`src/rtl/sseg_mux_n.sv`:
```
// N-digit multiplexed 7-segment driver with blanking, leading-zero suppression,
// PWM brightness and frame-aligned (tear-free) double-buffered loading.
module sseg_mux_n #(
  parameter int N_DIG    = 4,
  parameter int DWELL    = 50000,
  parameter int BRIGHT_W = 3
) (
  input  logic                  clk,
  input  logic                  reset,
  input  logic [4*N_DIG-1:0]    hex_in,
  input  logic [N_DIG-1:0]      dp_in,
  input  logic [N_DIG-1:0]      blank_in,
  input  logic                  lz_en,
  input  logic [BRIGHT_W-1:0]   bright,
  input  logic                  load,
  output logic                  update_done,
  output logic                  frame_tick,
  output logic [N_DIG-1:0]      an,
  output logic [7:0]            sseg
);

  localparam int DW_W  = $clog2(DWELL);
  localparam int IDX_W = $clog2(N_DIG);
  localparam logic [DW_W-1:0]  DWELL_LAST = DW_W'(DWELL - 1);
  localparam logic [IDX_W-1:0] IDX_LAST   = IDX_W'(N_DIG - 1);

  logic [DW_W-1:0]     dwell_q, dwell_d;
  logic [IDX_W-1:0]    idx_q, idx_d;
  logic                wrapped_q, wrapped_d;
  logic [BRIGHT_W-1:0] pwm_q, pwm_d;
  logic [4*N_DIG-1:0]  shd_hex_q, shd_hex_d, act_hex_q, act_hex_d;
  logic [N_DIG-1:0]    shd_dp_q, shd_dp_d, act_dp_q, act_dp_d;
  logic [N_DIG-1:0]    shd_blank_q, shd_blank_d, act_blank_q, act_blank_d;
  logic                pend_q, pend_d;
  logic [N_DIG-1:0]    an_q, an_d;
  logic [7:0]          sseg_q, sseg_d;

  logic                dwell_wrap;
  logic [3:0]          cur_hex;
  logic                cur_dp, cur_blank, lit, zero_run;
  logic [N_DIG-1:0]    lz_mask;
  logic [7:0]          font;

  // wrapped_q holds off the very first frame_tick until one full scan has elapsed
  assign frame_tick  = wrapped_q && (dwell_q == '0) && (idx_q == '0);
  assign update_done = frame_tick && pend_q;
  assign an          = an_q;
  assign sseg        = sseg_q;

  always_comb begin
    dwell_wrap = (dwell_q == DWELL_LAST);
    dwell_d    = dwell_wrap ? '0 : dwell_q + 1'b1;
    idx_d      = idx_q;
    wrapped_d  = wrapped_q;
    if (dwell_wrap) begin
      if (idx_q == IDX_LAST) begin
        idx_d     = '0;
        wrapped_d = 1'b1;
      end else begin
        idx_d = idx_q + 1'b1;
      end
    end
    pwm_d = pwm_q + 1'b1;
  end

  // Frame copy uses the pre-load shadow; a coincident load re-arms pending
  always_comb begin
    shd_hex_d   = shd_hex_q;
    shd_dp_d    = shd_dp_q;
    shd_blank_d = shd_blank_q;
    act_hex_d   = act_hex_q;
    act_dp_d    = act_dp_q;
    act_blank_d = act_blank_q;
    pend_d      = pend_q;
    if (update_done) begin
      act_hex_d   = shd_hex_q;
      act_dp_d    = shd_dp_q;
      act_blank_d = shd_blank_q;
      pend_d      = 1'b0;
    end
    if (load) begin
      shd_hex_d   = hex_in;
      shd_dp_d    = dp_in;
      shd_blank_d = blank_in;
      pend_d      = 1'b1;
    end
  end

  always_comb begin
    lz_mask  = '0;
    zero_run = 1'b1;
    for (int k = N_DIG - 1; k >= 0; k--) begin
      zero_run   = zero_run && (act_hex_q[4*k +: 4] == 4'h0);
      lz_mask[k] = zero_run;
    end
    lz_mask[0] = 1'b0;

    cur_hex   = act_hex_q[{idx_q, 2'b00} +: 4];
    cur_dp    = act_dp_q[idx_q];
    cur_blank = act_blank_q[idx_q];

    case (cur_hex)
      4'h0: font = 8'hC0;  4'h1: font = 8'hF9;  4'h2: font = 8'hA4;  4'h3: font = 8'hB0;
      4'h4: font = 8'h99;  4'h5: font = 8'h92;  4'h6: font = 8'h82;  4'h7: font = 8'hF8;
      4'h8: font = 8'h80;  4'h9: font = 8'h90;  4'hA: font = 8'h88;  4'hB: font = 8'h83;
      4'hC: font = 8'hC6;  4'hD: font = 8'hA1;  4'hE: font = 8'h86;  default: font = 8'h8E;
    endcase

    lit    = !cur_blank && !(lz_en && lz_mask[idx_q]) && (pwm_q <= bright);
    an_d   = '1;
    sseg_d = 8'hFF;
    if (lit) begin
      an_d   = ~(N_DIG'(1) << idx_q);
      sseg_d = {~cur_dp, font[6:0]};
    end
  end

  always_ff @(posedge clk or negedge reset) begin
    if (!reset) begin
      dwell_q     <= '0;
      idx_q       <= '0;
      wrapped_q   <= 1'b0;
      pwm_q       <= '0;
      shd_hex_q   <= '0;
      shd_dp_q    <= '0;
      shd_blank_q <= '0;
      act_hex_q   <= '0;
      act_dp_q    <= '0;
      act_blank_q <= '0;
      pend_q      <= 1'b0;
      an_q        <= '1;
      sseg_q      <= 8'hFF;
    end else begin
      dwell_q     <= dwell_d;
      idx_q       <= idx_d;
      wrapped_q   <= wrapped_d;
      pwm_q       <= pwm_d;
      shd_hex_q   <= shd_hex_d;
      shd_dp_q    <= shd_dp_d;
      shd_blank_q <= shd_blank_d;
      act_hex_q   <= act_hex_d;
      act_dp_q    <= act_dp_d;
      act_blank_q <= act_blank_d;
      pend_q      <= pend_d;
      an_q        <= an_d;
      sseg_q      <= sseg_d;
    end
  end

endmodule

```
`config.mk`:
```
export PLATFORM = sky130hd
export DESIGN_NAME = sseg_mux_n
export DESIGN_NICKNAME = d
export VERILOG_FILES = /design/src/rtl/sseg_mux_n.sv
export SDC_FILE = /design/constraint.sdc
export NUM_CORES = 1
export LEC_CHECK = 0
export ABC_AREA = 1
export CORE_ASPECT_RATIO = 0.9
export CORE_UTILIZATION = 51
export CTS_BUF_LIST = sky130_fd_sc_hd__clkbuf_16
export DETAILED_ROUTE_END_ITERATION = 12
export PLACE_DENSITY = 0.81
export SLEW_MARGIN = 5
export SYNTH_ARGS = -nofsm -noshare
export SYNTH_HDL_FRONTEND = slang
export SYNTH_SLANG_ARGS = --single-unit
export TNS_END_PERCENT = 100
```
`constraint.sdc`:
```
create_clock -name clk -period 1.7 [get_ports clk]
set_input_delay 0.255 -clock clk [delete_from_list [all_inputs] [get_ports clk]]
set_output_delay 0.255 -clock clk [all_outputs]
set_load 0.01 [all_outputs]
```
# Word level (Yosys, flattened, before mapping)
# Memory sizes are Yosys's and may differ from the RTL's.
# Index checks and enable logic that the tools add are counted.
[word_totals]
mem_count = 1
rom_bits = 112
ff_bits = 83
input_bits = 31
[op_classes]
bitwise_logic = 2
order_cmp = 2
n_eq_ne = 2
addsub = 3
reduce_logical = 17
n_mux = 12
shifts = 2
[mem_list]
columns = ["name", "depth", "width", "read_ports", "rd_clocked_by_memory_dff", "wr", "line_no", "rtl"]
rows = [
  ["(name not given)", 16, 7, 1, 0, 0, "102", "case (cur_hex)"],
]
[op_table]
columns = ["operator", "n"]
rows = [
  ["$add 16x1->16 const B", 1],
  ["$eq 16x16->1 const B", 1],
  ["$logic_not 16->1", 1],
  ["$mux 16", 1],
  ["$shiftx 16x5->4", 1],
  ["$logic_not 4->1", 3],
  ["$logic_and 1x1->1", 8],
  ["$mux 8", 1],
  ["$bmux 1 s2", 3],
  ["$mux 1", 5],
  ["$mux 4", 1],
  ["$not 4->4", 1],
  ["$shl 1x2->4 const A", 1],
  ["$add 3x1->3 const B", 1],
  ["$le 3x3->1", 1],
  ["$lt 2x3->1 const B", 1],
  ["$add 2x1->2 const B", 1],
  ["$eq 2x2->1 const B", 1],
  ["$logic_not 1->1", 2],
  ["$logic_not 2->1", 1],
  ["$mux 2", 1],
  ["$reduce_and 2->1", 1],
  ["$reduce_bool 2->1", 1],
  ["$not 1->1", 1],
]

# Depth between registers and ports, before layout
[depth]
ltp_word = 10
mapped_depth = 11
mapped_depth_nobuf = 10

# Worst setup path before layout
# Ideal clock, no wire load.
[synth_timing]
path_type = "reg-to-output"
startpoint = "register idx_q[0]"
endpoint = "output update_done"
arrival_time_ns = 1.575
stages_incl_launch_ff = 9
required_ns = 1.445
path_slack_ns = -0.130
cell_sequence = "dfrtp_1 -> inv_2 -> buf_6 -> ha_1 -> nand4_2 -> nor2_1 -> nand4_4 -> buf_6 -> inv_1"
[synth_via]
elab_chain_len = 3
[synth_rtl]
columns = ["element", "line_no", "rtl"]
rows = [
  ["start: declaration", "28", "logic [IDX_W-1:0] idx_q, idx_d;"],
  ["start signal: assignment", "135", "idx_q <= idx_d;"],
  ["$logic_not 2->1", "45", "assign frame_tick = wrapped_q && (dwell_q == '0) && (idx_q == '0);"],
  ["$logic_and 1x1->1", "45", ""],
  ["$logic_and 1x1->1", "46", "assign update_done = frame_tick && pend_q;"],
  ["end: declaration", "16", "output logic update_done,"],
]
# No other way between the ends.

# Final worst setup path
[layout_timing]
startpoint = "register idx_q[0]"
endpoint = "output frame_tick"
[layout_via]
elab_chain_len = 2
[layout_rtl]
columns = ["element", "line_no", "rtl"]
rows = [
  ["$logic_not 2->1", "45", ""],
  ["$logic_and 1x1->1", "45", ""],
  ["end: declaration", "17", "output logic frame_tick,"],
]
# No other way between the ends.

==> results.md <==
* Top-count cell post-synth: nand2_1
* Clock power frac at a little under half
* Routability congestion estimate at between 0.9 and 1
* Height of the die at 89.1 um
* Layout cells sized above 1 at 25.4%
* Worst reg2reg path startpoint: idx_q[0]
* Syn_nets at 573
* Clock-pin slew on the worst setup and hold paths at 0.07 ns
* IO buf count at 44
* Synth Flop Type: dfrtp_1
* Worst path required time at 1.44 ns
* Final cycle utilization of the critical path at 108%
* Warnings, synthesis at 0
* Fin Hold WS at 0.382 ns
* Detailed Place HPWL at 6.62 mm
* Synth-to-Final Area Change at 34.8%
* Initial detailed-routing violation count at around 270
* Cell Area, Synth at 4300 sq um
* Crit path launch type: flip-flop
* Hold Crit Class: input port to async pin
* Detailed Route WL at ~11 mm
* GRT overflow at 0
* DR vias/cell at 5.36
* Maxcap violations at 0
* First-pass GRT wire length at 16.3 mm
* ANT cells at 0
* Switch share at 23.3%
* Die footprint at 8810 sq um
* Synth Register Bits at 83
* Largest area contributor in the netlist: dfrtp_1
* Largest net degree at the start of global routing at 39
* Final nets at 664
* Peak supply drop at 651 uV
* Status: finished with violations
* Post-synth EDFFs at 0
* Pwr/cell area at 745 nW/um^2
* Combinational share of power at about 5.4%
* Slew of the pin with the lowest slew margin at roughly 0.48 ns
* Async SR Flop Fraction at 100%
* Antenna Nets Post-Route at 0
* Max Slew Vio Count at 0
* Clk sink count at 83
* Max incr delay on CP at roughly 0.44 ns
* Root buf cell: clkbuf_16
* Post-Layout Cell Count at 721
* Initial antenna violation count at 0
* Crit end category: primary output
* FF-to-FF setup slack at -0.10 ns
* Worst setup margin at -0.135 ns
* H-tree level count at 3
* Placed cell count at 686
* Critical path class: flip-flop to primary output
* LEAKAGE at 3.02 nW
* Total CTS buffers at 9
* Critical Path AT at 1.58 ns
* Failing checks: negative setup slack
* Top cells by area, synth: dfrtp_1 41%, nand2_1 19%, dfstp_2 7.3%
* Period minus WS final at 1.83 ns
* Mapped Cells at 526
* CORE AREA at 8110 sq um
* Max transition margin at 67.9%
* Via Count at 3867
* Site row count at 31
* Vias in the first global route at ~3600
* WL/cell at about 15 um
* Internal at 3.31 mW
* Critical path's slowest cell: dfrtp_2
* IO Pins at 45
* CTS tree: built
* FF-to-FF End: sseg[0]
* Register share of total power at a little under half
* Final setup skew at 0.0111 ns
* Final setup vio count at 8
* Unrepaired setup endpoints after global routing: yes
* Drt pass-1 iters at 5
* GRT Overall Usage at 23.8%
* Path depth of the worst reg2reg path at 12
* DP Worst Slack at -0.202 ns
* Die X-Extent at just under 100 um
* Synth top area share at 41.3%
* # DRC at 0
* Clk Latency, worst-skew pair at 0.35 ns
* Clock buffer depth at 2
* Final core utilization at 71.5%
* Critical Path, Cell by Cell: inv_4 -> ha_4 -> nand4_4 -> nor3_4 -> nand2_2 -> inv_2 -> buf_6
* Commonest cells in the netlist: 213 x nand2_1, 71 x dfrtp_1, 38 x nor2_1
* Critical-path maximum fanout at 2
* Synth unique cells at 35
* Syn Area/Cell at 8.18 sq um
* Initial Util at 53.1%
* Switching power at 1.01 mW
* Final Hold Fails at 0
* Sequential element share of the synthesized area at about half
* FMAX at about 0.55 GHz
* Fill count at between 500 and 600
-- sequential cells by signal, summed over array words and instances (netlist names) --
register / count
act_hex_q: 16
dwell_q: 16
shd_hex_q: 16
sseg: 8
act_blank_q: 4
act_dp_q: 4
an: 4
shd_blank_q: 4
shd_dp_q: 4
pwm_q: 3
idx_q: 2
pend_q: 1
wrapped_q: 1
-- cell usage in the layout, fill, tap and decap left out, drive strengths merged --
cell type / instances
clkbuf: 10
nor3: 4
dfrtp: 71
nand2: 217
clkinv: 1
nand3b: 2
buf: 53
nand3: 40
nand4: 29
o21ai: 12
a21oi: 2
bufinv: 1
dlygate4sd3: 1
clkinvlp: 3
ha: 16
nor2: 44
o21bai: 2
clkdlybuf4s50: 41
dfstp: 12
xor2: 8
o22ai: 1
or2: 2
inv: 50
-- metrics by stage --
stage          area [sq um]  power (mW)  TNS [ns]
6_report               5800        4.32    -0.502
5_1_grt                5800        4.48     -1.20
4_1_cts                5390        4.33    -0.153
3_5_place_dp           5040        2.34     -2.17
3_3_place_gp           5040        2.32     -1.11
2_1_floorplan          4330        2.18         0
-- worst max-delay path by stage --
stage	slack, ns	cells past startpoint	startpoint	to
floorplan	0.02	8	idx_q[0]	update_done
global placement	-0.17	7	dwell_q[0]	frame_tick
detailed placement	-0.20	10	bright[2]	sseg[0]
CTS	-0.11	7	idx_q[0]	frame_tick
global route	-0.21	7	idx_q[0]	frame_tick
finish	-0.13	7	idx_q[0]	frame_tick
-- area by class of cell --
class	instances	area, sq um	area share, %
clock buffer	9	225	3.88
timing repair buffer	96	916	15.8
tap	99	124	2.14
sequential	83	2090	36.1
multi-input combinational	379	2160	37.3
inverter	47	186	3.22
clock inverter	7	82.6	1.42
timing repair inverter	1	7.51	0.129
-- metal layers --
metal	part of all wire (%)	vias to the layer above	track usage, %
met5	0	-	0
li1	-	1847	-
met4	2.3	0	9.09
met3	6.6	32	6.57
met2	49	172	40.5
met1	43	1816	29.3
-- what timing repair did --
| action | CTS | global route |
|---|---|---|
| hold endpoints to repair | 28 | 0 |
| hold buffers | 1 | 0 |
| gates cloned | 0 | 4 |
| buffers inserted | 4 | 13 |
| gates resized for setup | 15 | 64 |
| endpoints found under the setup margin | 4 | 33 |
| pin swaps | 4 | 30 |
-- kinds of logic (layout without fill, tap and decap cells) --
group | count (synthesis) | in the layout | synth area share, %
and+or+nand+nor | 337 | 338 | 35.5
DFF | 83 | 83 | 48.6
buffers and inverters | 66 | 160 | 7.18
adders and majority gates | 16 | 16 | 4.65
AOI/OAI and AO/OA | 16 | 17 | 2.36
xor gates and xnor gates | 8 | 8 | 1.63
-- worst max-delay path, delay by kind of cell, from the launching register on --
kind | cells | cell delay (ns)
flops | 1 | 0.44
simple gates | 3 | 0.39
buf+inv | 3 | 0.25
fa+ha+maj | 1 | 0.16
-- power groups by stage --
stage	registers [mW]	logic, mW	clock network (mW)
final	2.07	0.231	2.02
after global routing	2.08	0.260	2.14
after CTS	2.07	0.232	2.03
after detailed placement	2.11	0.229	0
after global placement	2.10	0.222	0
after floorplan	2.10	0.0810	0
(Power assumes the default switching activity.)
